$ cat src/rtl/cpu_ctrl_fsm.sv
// Multi-cycle control sequencer: owns pc/ir, walks FETCH-DECODE-EXEC-[MEM]-[WB] per instruction.
// Latency: BEQ/JMP/illegal 3 cycles, ALU 4, STORE 4+waits, LOAD 5+waits; retire/illegal_op pulse the cycle after completion.
// Backpressure: MEM holds dmem_req/dmem_we/alu_src_imm stable for as long as dmem_ready stays low, with no cycle limit.
module cpu_ctrl_fsm #(
    parameter logic [31:0] RESET_PC = 32'h0000_0000,
    parameter logic [4:0]  OP_ALUR  = 5'h00,
    parameter logic [4:0]  OP_ALUI  = 5'h01,
    parameter logic [4:0]  OP_LOAD  = 5'h02,
    parameter logic [4:0]  OP_STORE = 5'h03,
    parameter logic [4:0]  OP_BEQ   = 5'h04,
    parameter logic [4:0]  OP_JMP   = 5'h05,
    parameter logic [4:0]  OP_HALT  = 5'h1F
) (
    input  logic        clk,
    input  logic        reset,
    output logic [31:0] imem_addr,
    input  logic [31:0] imem_data,
    output logic [31:0] ir,
    input  logic [31:0] imm_ext,
    input  logic        alu_zero,
    output logic        alu_src_imm,
    output logic        dmem_req,
    output logic        dmem_we,
    input  logic        dmem_ready,
    output logic        wb_sel_mem,
    output logic        reg_we,
    output logic [31:0] pc,
    output logic        retire,
    output logic        illegal_op,
    output logic        halted
);

    typedef enum logic [2:0] {
        FETCH  = 3'd0,
        DECODE = 3'd1,
        EXEC   = 3'd2,
        MEM    = 3'd3,
        WB     = 3'd4,
        HALT   = 3'd5
    } fsmState;

    fsmState     state;
    fsmState     stateNext;
    logic [31:0] pcNext;
    logic [31:0] irNext;
    logic        retireNext;
    logic        illegalNext;

    logic [4:0]  opcode;
    logic [31:0] pcPlusOne;
    logic [31:0] pcPlusImm;
    logic        isLoad;
    logic        isStore;

    // Opcode field and the two pc candidates; both sums wrap modulo 2^32.
    assign opcode    = ir[31:27];
    assign pcPlusOne = pc + 32'd1;
    assign pcPlusImm = pc + imm_ext;
    assign isLoad    = (opcode == OP_LOAD);
    assign isStore   = (opcode == OP_STORE);
    assign imem_addr = pc;

    // State, pc, ir and the completion pulses; reset overrides every update, including a pending dmem_ready.
    always_ff @(posedge clk) begin
        if (reset) begin
            state      <= FETCH;
            pc         <= RESET_PC;
            ir         <= 32'h0;
            retire     <= 1'b0;
            illegal_op <= 1'b0;
        end else begin
            state      <= stateNext;
            pc         <= pcNext;
            ir         <= irNext;
            retire     <= retireNext;
            illegal_op <= illegalNext;
        end
    end

    // Next-state, next pc/ir and datapath strobes, decoded from the current state and the latched opcode.
    always_comb begin
        stateNext   = state;
        pcNext      = pc;
        irNext      = ir;
        retireNext  = 1'b0;
        illegalNext = 1'b0;
        alu_src_imm = 1'b0;
        dmem_req    = 1'b0;
        dmem_we     = 1'b0;
        wb_sel_mem  = 1'b0;
        reg_we      = 1'b0;
        halted      = 1'b0;

        case (state)
            FETCH: begin
                stateNext = DECODE;
            end

            DECODE: begin
                // Sync ROM data for pc is valid now.
                irNext    = imem_data;
                stateNext = EXEC;
            end

            EXEC: begin
                case (opcode)
                    OP_ALUR: begin
                        stateNext = WB;
                    end
                    OP_ALUI: begin
                        alu_src_imm = 1'b1;
                        stateNext   = WB;
                    end
                    OP_LOAD, OP_STORE: begin
                        // ALU forms rs + imm_ext as the data address.
                        alu_src_imm = 1'b1;
                        stateNext   = MEM;
                    end
                    OP_BEQ: begin
                        // ALU compares two registers, so operand B stays on the regfile.
                        pcNext     = alu_zero ? pcPlusImm : pcPlusOne;
                        retireNext = 1'b1;
                        stateNext  = FETCH;
                    end
                    OP_JMP: begin
                        pcNext     = pcPlusImm;
                        retireNext = 1'b1;
                        stateNext  = FETCH;
                    end
                    OP_HALT: begin
                        stateNext = HALT;
                    end
                    default: begin
                        // Undefined opcode behaves as a NOP that also flags itself.
                        illegalNext = 1'b1;
                        retireNext  = 1'b1;
                        pcNext      = pcPlusOne;
                        stateNext   = FETCH;
                    end
                endcase
            end

            MEM: begin
                dmem_req    = 1'b1;
                dmem_we     = isStore;
                alu_src_imm = 1'b1;
                if (dmem_ready) begin
                    if (isStore) begin
                        pcNext     = pcPlusOne;
                        retireNext = 1'b1;
                        stateNext  = FETCH;
                    end else begin
                        stateNext = WB;
                    end
                end
            end

            WB: begin
                reg_we      = 1'b1;
                wb_sel_mem  = isLoad;
                alu_src_imm = (opcode == OP_ALUI) || isLoad;
                pcNext      = pcPlusOne;
                retireNext  = 1'b1;
                stateNext   = FETCH;
            end

            HALT: begin
                // Parked until reset; all strobes stay low.
                halted = 1'b1;
            end

            default: begin
                stateNext = FETCH;
            end
        endcase
    end

endmodule

$ cat config.mk
export PLATFORM = sky130hd
export DESIGN_NAME = cpu_ctrl_fsm
export DESIGN_NICKNAME = d
export VERILOG_FILES = /design/src/rtl/cpu_ctrl_fsm.sv
export SDC_FILE = /design/constraint.sdc
export NUM_CORES = 1
export LEC_CHECK = 0
export ABC_AREA = 1
export CORE_ASPECT_RATIO = 0.8
export CORE_UTILIZATION = 51
export DETAILED_ROUTE_END_ITERATION = 12
export PLACE_DENSITY = 0.82
export SETUP_SLACK_MARGIN = 0.15
export SYNTH_ARGS = -nofsm -noshare
export SYNTH_HDL_FRONTEND = slang
export SYNTH_SLANG_ARGS = --single-unit
$ cat constraint.sdc
create_clock -name clk -period 2.32 [get_ports clk]
set_input_delay 0.464 -clock clk [delete_from_list [all_inputs] [get_ports clk]]
set_output_delay 0.464 -clock clk [all_outputs]
set_load 0.1 [all_outputs]
==> impl_metrics.yaml, run 1 <==
detailed_routing:
  first_pass_iters: 6
  ant_nets: 0
  viasPerCell: 5.38
  detail_route.drc_violations: 0
  routed-via-count: 8415
  drt-wirelength-per-cell_um: 16.1
  route.final.wire_length_um: 25300
  drtIter0Drc: 893
die:
  die_h_um: 104
  die_w_um: 130
  core-area_um2: 12800
  die_area_um2: 13600
  core.rowCount: 37
  io_pins: 172
  initial_core_util: 0.522
sta:
  setup_viol: 0
  hold_viol_final: 0
  relSlewSlack: 0.620
  rsz0062_at_grt: "true"
  post-route-period-util: 0.913
  worstMarginPinSlew_ps: 569
  drv_slew: 0
  max_freq_mhz: 472
  finClkSkew_ps: 7.22
  layout_setup_ws_ps: 202
  period_needed_ps: 2120
global_routing:
  use_met1: 0.485
  antenna_found_initial: 0
  gr-usage-all-layers: 0.346
  grt_pass1_vias: 7334
  top_usage_layer: "met2"
  grt_max_degree: 63
  grtUsageMet2: 0.526
  gr-total-overflow: 0
  grt_util_met3: 0.0622
  grt_pass1_wl_um: 36500
setup_path:
  critical_path_depth: 12
  crit_path_cell_trace: "clkdlybuf4s50_1 > ha_4 > nand2_1 > nor2_1 > buf_4 > nand2_1 > nor2_1 > nor2_1 > nand3_1 > nand3_1 > nand2_1 > a21oi_1"
  r2r-start: "imem_addr[3]$_SDFFE_PP0P_"
  cpPeakStageDelay_ps: 460
  rr_worst_depth: 13
  critPathBufInv: 2
  crit_family: "simple AND/OR/NAND/NOR gates"
  reg2reg_slack_ps: 230
  critPathSlowestCell: "clkdlybuf4s50_1"
  worst-setup-path-type: "in -> reg"
  end_kind: "flop"
  crit_path_start_kind: "primary input"
  crit_fanout: 4
  r2r-end: "imem_addr[21]$_SDFFE_PP0P_"
  cp.required_ps: 2550
  crit_arrival_ps: 2350
cts:
  clock_sinks: 69
  cts_buffers: 9
  clkSlewWorstSetupHoldPaths_ps: 60
  clockBufferDepth: 2
  postCtsHoldBufs: 0
  cts_root_buf: "clkbuf_16"
  cts_tree: "yes"
  clk_latency_ps: 340
  cts_max_level: 3
synth:
  synth_top_flop_cell: "dfxtp_1"
  yosys_warnings: 0
  synth_cell_types: 44
  synth-edff-count: 0
  synth-async-reset-ratio: 0
  synth_area_um2: 6690
  syn_inst: 1156
  avgSynthCellArea_um2: 5.79
  syn-num-nets: 1257
  synth-seq-cells: 69
  ys_seq_area_frac: 0.206
place:
  pre_cts_ws_ps: -449
  dp_hpwl_um: 18300
  gp_routability_congestion: 0.982
  placed_cells: 1541
  numPortBuffers: 171
  placed_area_um2: 8930
layout:
  area_delta_synth_final_pct: 51.0
  n_antenna_cell: 0
  fin_nets: 1485
  finish.instance_area_um2: 10100
  final_cells: 1564
  final_core_util: 0.788
  drive_gt1_frac: 0.326
hold_path:
  hold_class: "reg -> reg"
  worstHoldPathCells: 2
  holdPathEnd: "ir[8]$_SDFFE_PP0P_"
  worstHoldStart: "ir[8]$_SDFFE_PP0P_"
power:
  irDropWorstVdd_mv: 0.559
  power_density_nw_per_um2: 776
  p_leak_nw: 5.00
flow_run:
  max_cap_viol_count: 0
status:
  status: "finished, final reports clean"
how the worst max path moves through the flow:
stage	start	to	slack (ps)
after floorplan	state[2]$_SDFFE_PP0P_	alu_src_imm	-730
after detailed placement	imm_ext[0]	imem_addr[28]$_SDFFE_PP0P_	-450
after global placement	imm_ext[0]	imem_addr[20]$_SDFFE_PP0P_	-350
after global routing	imm_ext[27]	imem_addr[29]$_SDFFE_PP0P_	100
final	imm_ext[23]	imem_addr[25]$_SDFFE_PP0P_	200
after CTS	imm_ext[18]	imem_addr[28]$_SDFFE_PP0P_	120
sequential cells by signal (all words and copies together), names as in the netlist:
name / cells
imem_addr: 32
ir: 32
state: 3
illegal_op: 1
retire: 1
cells by family after synthesis:
logic type | Yosys count | share of synthesized area
AND/OR/NAND/NOR | 569 | 0.367
flip-flops | 69 | 0.206
buffers and inverters | 248 | 0.162
XOR/XNOR | 15 | 0.0219
AO/OA/AOI/OAI | 222 | 0.180
adder cells (fa/ha/maj) | 33 | 0.0628
through the flow:
stage / power [mW] / hold slack, ps / setup TNS (ps)
floorplan: 4.96 / 535 / -4570
global placement: 6.08 / 431 / -5260
detailed placement: 6.14 / 435 / -6520
CTS: 7.54 / 444 / 0
global route: 8.19 / 466 / 0
finish: 7.84 / 442 / 0
Yosys cell counts (8+ instances only):
library cell  instances  area share
a21oi_1              94       0.070
buf_4                37       0.042
clkbuf_1             19       0.011
dfxtp_1              69        0.21
ha_1                 32       0.060
inv_1               178        0.10
inv_2                 9      0.0050
nand2_1             333        0.19
nand2_2              10      0.0093
nand3_1              72       0.054
nand4_1              12       0.011
nor2_1               97       0.054
nor3_1               16       0.012
nor3_2                8       0.012
o21ai_0              75       0.056
o21ai_1              25       0.019
o21bai_1              8      0.0090
xor2_1               10       0.013
worst register-to-register path, stage by stage, from the launching register on:
cell	delay, ps
dfxtp_2	360
ha_4	300
nand2_1	130
inv_1	100
nand3b_1	130
nand2_2	130
nand2_2	120
a21oi_2	140
buf_4	140
nor2_1	40
nand2_1	60
nand2_1	100
o21ai_1	150
a21oi_1	80
per-layer routing:
| metal | share of wire | routed length (um) |
|---|---|---|
| met4 | 0.032 | 807 |
| met2 | 0.45 | 11300 |
| met1 | 0.43 | 10900 |
| met5 | 0 | 0 |
| met3 | 0.089 | 2240 |
repair_timing:
item	in CTS	in global routing
pin swaps	8	41
gates resized for setup	36	149
setup buffers	2	5
setup endpoints to repair	21	20
cell usage in the layout, fill, tap and decap left out, types with 4 or more instances in the layout:
cell type	count
nor3_2	7
o21ai_1	26
ha_1	4
dfxtp_2	29
a21o_1	5
clkbuf_16	10
inv_1	169
ha_4	27
buf_4	202
nor2_4	7
inv_2	18
o21bai_1	7
nor2_2	20
a21oi_1	76
nor3_1	11
nor3_4	6
dfxtp_4	7
o21ai_0	73
nand3_1	58
nor2_1	75
xor2_1	10
a31oi_1	4
or2_2	6
nand2_2	43
dlymetal6s2s_1	26
buf_12	8
dfxtp_1	33
nand2_1	294
nand3_2	14
clkdlybuf4s50_1	40
nand4_1	12
nand2_4	7
a21oi_2	18
cell type report:
cell class	count	area, um2
Clock buffer	10	250
Fill cell	954	2720
Multi-Input combinational cell	839	5030
Timing Repair Buffer	277	2410
Tap cell	175	219
Inverter	188	708
Clock inverter	6	45.0
Sequential cell	69	1440
where the power goes:
group / switching [mW] / internal, mW
combinational: 3.47 / 1.37
sequential: 0.227 / 1.42
clock: 0.564 / 0.792
total: 4.26 / 3.57
Note: power is estimated with default switching activity, not from simulation.
==> run 2: changes to the inputs <==
--- a/config.mk
+++ b/config.mk
@@ -6,11 +6,15 @@
 export NUM_CORES = 1
 export LEC_CHECK = 0
 export ABC_AREA = 1
+export CELL_PAD_IN_SITES_DETAIL_PLACEMENT = 1
+export CELL_PAD_IN_SITES_GLOBAL_PLACEMENT = 1
 export CORE_ASPECT_RATIO = 0.8
-export CORE_UTILIZATION = 51
+export CORE_MARGIN = 5
+export CORE_UTILIZATION = 34
 export DETAILED_ROUTE_END_ITERATION = 12
 export PLACE_DENSITY = 0.82
 export SETUP_SLACK_MARGIN = 0.15
+export SLEW_MARGIN = 40
 export SYNTH_ARGS = -nofsm -noshare
 export SYNTH_HDL_FRONTEND = slang
 export SYNTH_SLANG_ARGS = --single-unit
==> impl_metrics.yaml, run 2 (synthesized netlist as in run 1, its figures left out) <==
status:
  status: "finished, final reports clean"
sta:
  rsz0062_at_grt: "true"
  whs_ps: 444
  fin_setup_tns_ps: 0
  drv_slew: 0
  finClkSkew_ps: 12.7
  relSlewSlack: 0.628
  period_needed_ps: 2240
  worstMarginPinSlew_ps: 559
  hold_viol_final: 0
  setup_viol: 0
  max_freq_mhz: 446
  post-route-period-util: 0.967
  layout_setup_ws_ps: 75.6
place:
  gp_routability_congestion: 0.955
  numPortBuffers: 171
  dp_hpwl_um: 24200
  pre_cts_ws_ps: -534
  placed_cells: 1654
  placed_area_um2: 9270
layout:
  final_common_cell: "nand2_1"
  finish.instance_area_um2: 10800
  area_delta_synth_final_pct: 61.8
  layout_common_cells: "264 x nand2_1, 243 x buf_4, 163 x inv_1"
  n_antenna_cell: 0
  final_cells: 1691
  fin_nets: 1529
  fill_cells: 2511
  drive_gt1_frac: 0.390
  final_core_util: 0.565
detailed_routing:
  drt-wirelength-per-cell_um: 20.5
  routed-via-count: 9160
  ant_nets: 0
  detail_route.drc_violations: 0
  first_pass_iters: 6
  route.final.wire_length_um: 34700
  drtIter0Drc: 788
  viasPerCell: 5.42
die:
  initial_core_util: 0.350
  die_w_um: 167
  core.rowCount: 45
  die_h_um: 135
  die_area_um2: 22600
  io_pins: 172
  core-area_um2: 19100
global_routing:
  use_met1: 0.339
  top_usage_layer: "met2"
  grt_util_met3: 0.0531
  gr-total-overflow: 0
  grt_max_degree: 66
  gr-usage-all-layers: 0.267
  grtUsageMet2: 0.467
  grt_pass1_vias: 9047
  antenna_found_initial: 0
  grt_pass1_wl_um: 48800
setup_path:
  end_kind: "flop"
  cp-endpoint: "imem_addr[24]$_SDFFE_PP0P_"
  r2r-start: "imem_addr[0]$_SDFFE_PP0P_"
  crit_arrival_ps: 2520
  r2r-end: "imem_addr[24]$_SDFFE_PP0P_"
  crit_path_start_kind: "flop"
  reg2reg_slack_ps: 80
  crit_fanout: 6
  cp.required_ps: 2590
  crit_start: "imem_addr[0]$_SDFFE_PP0P_"
  worst-setup-path-type: "reg -> reg"
  rr_worst_depth: 13
power:
  irDropWorstVdd_mv: 0.467
  p_leak_nw: 5.30
  power_density_nw_per_um2: 771
  power_mw: 8.35
cts:
  clockBufferDepth: 2
  cts_buffers: 9
  clk_latency_ps: 350
  cts_root_buf: "clkbuf_16"
  cts_tree: "yes"
  clock_sinks: 69
  clkSlewWorstSetupHoldPaths_ps: 70
  cts_max_level: 3
  postCtsHoldBufs: 0
flow_run:
  max_cap_viol_count: 0
hold_path:
  hold_class: "reg -> reg"
run 2: timing repair:
| action | 4_1_cts | 5_1_grt |
|---|---|---|
| buffers inserted | 5 | 16 |
| resized for setup | 118 | 149 |
| setup endpoints to repair | 26 | 26 |
| pin swaps | 28 | 54 |
run 2: area by class of cell:
| type | instances | area (um2) | share of cell area |
|---|---|---|---|
| clock buffers | 10 | 250 | 0.0231 |
| clock inverters | 6 | 51.3 | 0.00474 |
| inverters | 188 | 714 | 0.0660 |
| multi-input cells | 839 | 5300 | 0.489 |
| flip-flops and latches | 69 | 1440 | 0.133 |
| well taps | 258 | 323 | 0.0298 |
| repair buffers | 321 | 2740 | 0.253 |
run 2: worst max-delay path, stage by stage (launching register included):
cell	delay, ps
dfxtp_2	340
buf_4	150
ha_1	220
nand3_1	300
nor3_4	330
buf_4	170
nand2_1	50
nand2_1	70
nand2_1	60
nand2_1	70
nand2_1	70
nand2_1	110
nand3_1	80
a21oi_1	140
run 2: metal layers:
| layer | part of all wire | vias up | routed length, um |
|---|---|---|---|
| met4 | 0.039 | 0 | 1360 |
| met3 | 0.073 | 115 | 2520 |
| li1 | - | 4207 | - |
| met1 | 0.40 | 4404 | 14100 |
| met2 | 0.48 | 434 | 16800 |
| met5 | 0 | - | 0 |
run 2: worst min-delay path by stage:
stage | from | to | slack, ps | cells past startpoint
after detailed placement | ir[10]$_SDFFE_PP0P_ | ir[10]$_SDFFE_PP0P_ | 440 | 2
final | ir[10]$_SDFFE_PP0P_ | ir[10]$_SDFFE_PP0P_ | 440 | 2
after global placement | ir[1]$_SDFFE_PP0P_ | ir[1]$_SDFFE_PP0P_ | 430 | 2
after CTS | ir[10]$_SDFFE_PP0P_ | ir[10]$_SDFFE_PP0P_ | 450 | 2
after global routing | ir[22]$_SDFFE_PP0P_ | ir[22]$_SDFFE_PP0P_ | 470 | 2
after floorplan | state[2]$_SDFFE_PP0P_ | state[1]$_SDFFE_PP0P_ | 530 | 3
run 2: report_power, final:
part | leakage [nW] | internal (mW) | switching [mW]
registers | 0.583 | 1.42 | 0.213
clock network | 0.145 | 0.806 | 0.640
logic | 4.57 | 1.52 | 3.75
==> run 3: changes to the inputs <==
--- a/config.mk
+++ b/config.mk
@@ -9,10 +9,10 @@
 export CELL_PAD_IN_SITES_DETAIL_PLACEMENT = 1
 export CELL_PAD_IN_SITES_GLOBAL_PLACEMENT = 1
 export CORE_ASPECT_RATIO = 0.8
-export CORE_MARGIN = 5
-export CORE_UTILIZATION = 34
+export CORE_MARGIN = 3
+export CORE_UTILIZATION = 30
 export DETAILED_ROUTE_END_ITERATION = 12
-export PLACE_DENSITY = 0.82
+export PLACE_DENSITY = 0.76
 export SETUP_SLACK_MARGIN = 0.15
 export SLEW_MARGIN = 40
 export SYNTH_ARGS = -nofsm -noshare
==> constraint.sdc (replaced) <==
create_clock -name clk -period 2 [get_ports clk]
set_input_delay 0.4 -clock clk [delete_from_list [all_inputs] [get_ports clk]]
set_output_delay 0.4 -clock clk [all_outputs]
set_load 0.1 [all_outputs]
==> impl_metrics.yaml, run 3 (synthesized netlist as in run 1, its figures left out) <==
setup_path:
  crit_arrival_ps: 2610
  worst-setup-path-type: "reg -> reg"
  cpPeakStageDelay_ps: 390
  crit_fanout: 4
  end_kind: "flop"
  crit_path_start_kind: "flop"
  cp.required_ps: 2270
  critPathSlowestCell: "dfxtp_4"
  rr_worst_depth: 14
  r2r-start: "imem_addr[19]$_SDFFE_PP0P_"
  crit_path_cell_trace: "ha_4 > buf_4 > nand2_2 > nand2_2 > a21oi_2 > buf_4 > nor2_1 > nor2_1 > nand3_1 > nand2_1 > nand3_1 > nand2_1 > nand3_2 > a21oi_2"
  reg2reg_slack_ps: -340
  r2r-end: "imem_addr[24]$_SDFFE_PP0P_"
die:
  core.rowCount: 48
  die_area_um2: 24100
  initial_core_util: 0.308
  die_h_um: 140
  core-area_um2: 21700
  die_w_um: 173
  io_pins: 172
sta:
  period_needed_ps: 2340
  setup_viol: 21
  layout_setup_ws_ps: -342
  rsz0062_at_grt: "true"
  finClkSkew_ps: 6.53
  hold_viol_final: 0
  relSlewSlack: 0.716
  post-route-period-util: 1.17
  drv_slew: 0
  max_freq_mhz: 427
  worstMarginPinSlew_ps: 425
layout:
  layout.area.seq_um2: 1490
  finish.instance_area_um2: 13500
  area_delta_synth_final_pct: 102
  final_common_cell: "buf_4"
  drive_gt1_frac: 0.519
  multi_input_area_um2: 6270
  final_cells: 1833
  fin_nets: 1629
  layout_common_cells: "237 x buf_4, 210 x nand2_1, 150 x inv_1"
  n_antenna_cell: 0
  fill_cells: 2621
status:
  status: "complete, but fails checks"
  violations: "setup timing"
power:
  p_leak_nw: 6.30
  power_mw: 11.1
  power_density_nw_per_um2: 822
  irDropWorstVdd_mv: 0.856
place:
  placed_area_um2: 10400
  placed_cells: 1746
  dp_hpwl_um: 24900
  gp_routability_congestion: 0.980
  numPortBuffers: 171
global_routing:
  grt_pass1_wl_um: 54600
  gr-usage-all-layers: 0.284
  antenna_found_initial: 0
  gr-total-overflow: 0
  grt_pass1_vias: 9830
  grt_max_degree: 66
cts:
  cts_tree: "yes"
  clock_sinks: 69
  clkSlewWorstSetupHoldPaths_ps: 60
  cts_root_buf: "clkbuf_16"
  clk_latency_ps: 360
  cts_buffers: 9
  clockBufferDepth: 2
  cts_max_level: 3
hold_path:
  worstHoldPathCells: 2
  hold_class: "reg -> reg"
  holdPathEnd: "ir[3]$_SDFFE_PP0P_"
  worstHoldStart: "ir[3]$_SDFFE_PP0P_"
flow_run:
  max_cap_viol_count: 0
detailed_routing:
  route.final.wire_length_um: 46900
  routed-via-count: 10392
  first_pass_iters: 6
  viasPerCell: 5.67
  ant_nets: 0
  detail_route.drc_violations: 0
  drt-wirelength-per-cell_um: 25.6
  drtIter0Drc: 859
==> run 3: changes by cell type in the layout (fill, tap and decap cells not counted), moves of 13 or more <==
cell            before  now
dfxtp_4              7   24
nand2_1            264  210
buf_6                2   39
nand3_1             56   37
a21oi_1             69   54
nor2_1              64   51
buf_12               9   66
dfxtp_2             29   14
inv_1              163  150
nand2_4             10   47
nor2_4              12   25
dlymetal6s2s_1      22    0
dlygate4sd2_1        7   31
==> run 3: final cells by class <==
class                   instances  share of cell area
multi-input cells             839               0.464
repair buffers                420               0.321
flip-flops and latches         69               0.110
inverters                     188              0.0549
well taps                     300              0.0277
clock buffers                  11              0.0179
clock inverters                 5             0.00435
repair inverters                1            0.000555
==> run 3: per-stage QoR <==
| step | worst slack [ps] | hold WS, ps | util | TNS, ps |
|---|---|---|---|---|
| floorplan | -986 | 535 | - | -13290 |
| global placement | -705 | 432 | 0.479 | -14470 |
| detailed placement | -851 | 436 | 0.479 | -17410 |
| CTS | 37.7 | 445 | 0.552 | 0 |
| global route | -410 | 473 | 0.622 | -3470 |
| finish | -342 | 442 | 0.622 | -2210 |
==> run 3: worst max-delay path, delay by kind of cell (launching register included) <==
kind | cells | cell delay [ps]
AND/OR/NAND/NOR | 9 | 1000
flip-flops | 1 | 390
AO/OA/AOI/OAI | 2 | 360
buffers and inverters | 2 | 290
adder cells (fa/ha/maj) | 1 | 220
==> run 3: repair_timing <==
| item | CTS | global route |
|---|---|---|
| setup buffers | 21 | 49 |
| hold buffers | 0 | 0 |
| gates resized for setup | 286 | 307 |
| setup endpoints to repair | 34 | 35 |
| gates cloned | 0 | 1 |
| pin swaps | 98 | 118 |
==> run 3: metal layers <==
metal	GRT usage	vias to the layer above	part of all wire
met5	0	-	0
met2	0.500	673	0.48
met1	0.351	5038	0.37
li1	-	4421	-
met3	0.0464	260	0.076
met4	0.102	0	0.069
==> run 3: worst max path at each step <==
| stage | from | endpoint | slack (ps) |
|---|---|---|---|
| finish | imem_addr[19]$_SDFFE_PP0P_ | imem_addr[24]$_SDFFE_PP0P_ | -340 |
| global route | imem_addr[19]$_SDFFE_PP0P_ | imem_addr[24]$_SDFFE_PP0P_ | -410 |
| CTS | ir[31]$_SDFFE_PP0P_ | alu_src_imm | 40 |
| detailed placement | imm_ext[0] | imem_addr[28]$_SDFFE_PP0P_ | -850 |
| global placement | imm_ext[0] | imem_addr[28]$_SDFFE_PP0P_ | -710 |
| floorplan | state[2]$_SDFFE_PP0P_ | alu_src_imm | -990 |
==> run 3: report_power, final <==
part           switching, mW  leakage [nW]  internal, mW
Clock                  0.715         0.142          1.00
Sequential             0.289         0.589          1.64
Combinational           4.99          5.56          2.48
Total                   5.99          6.30          5.13
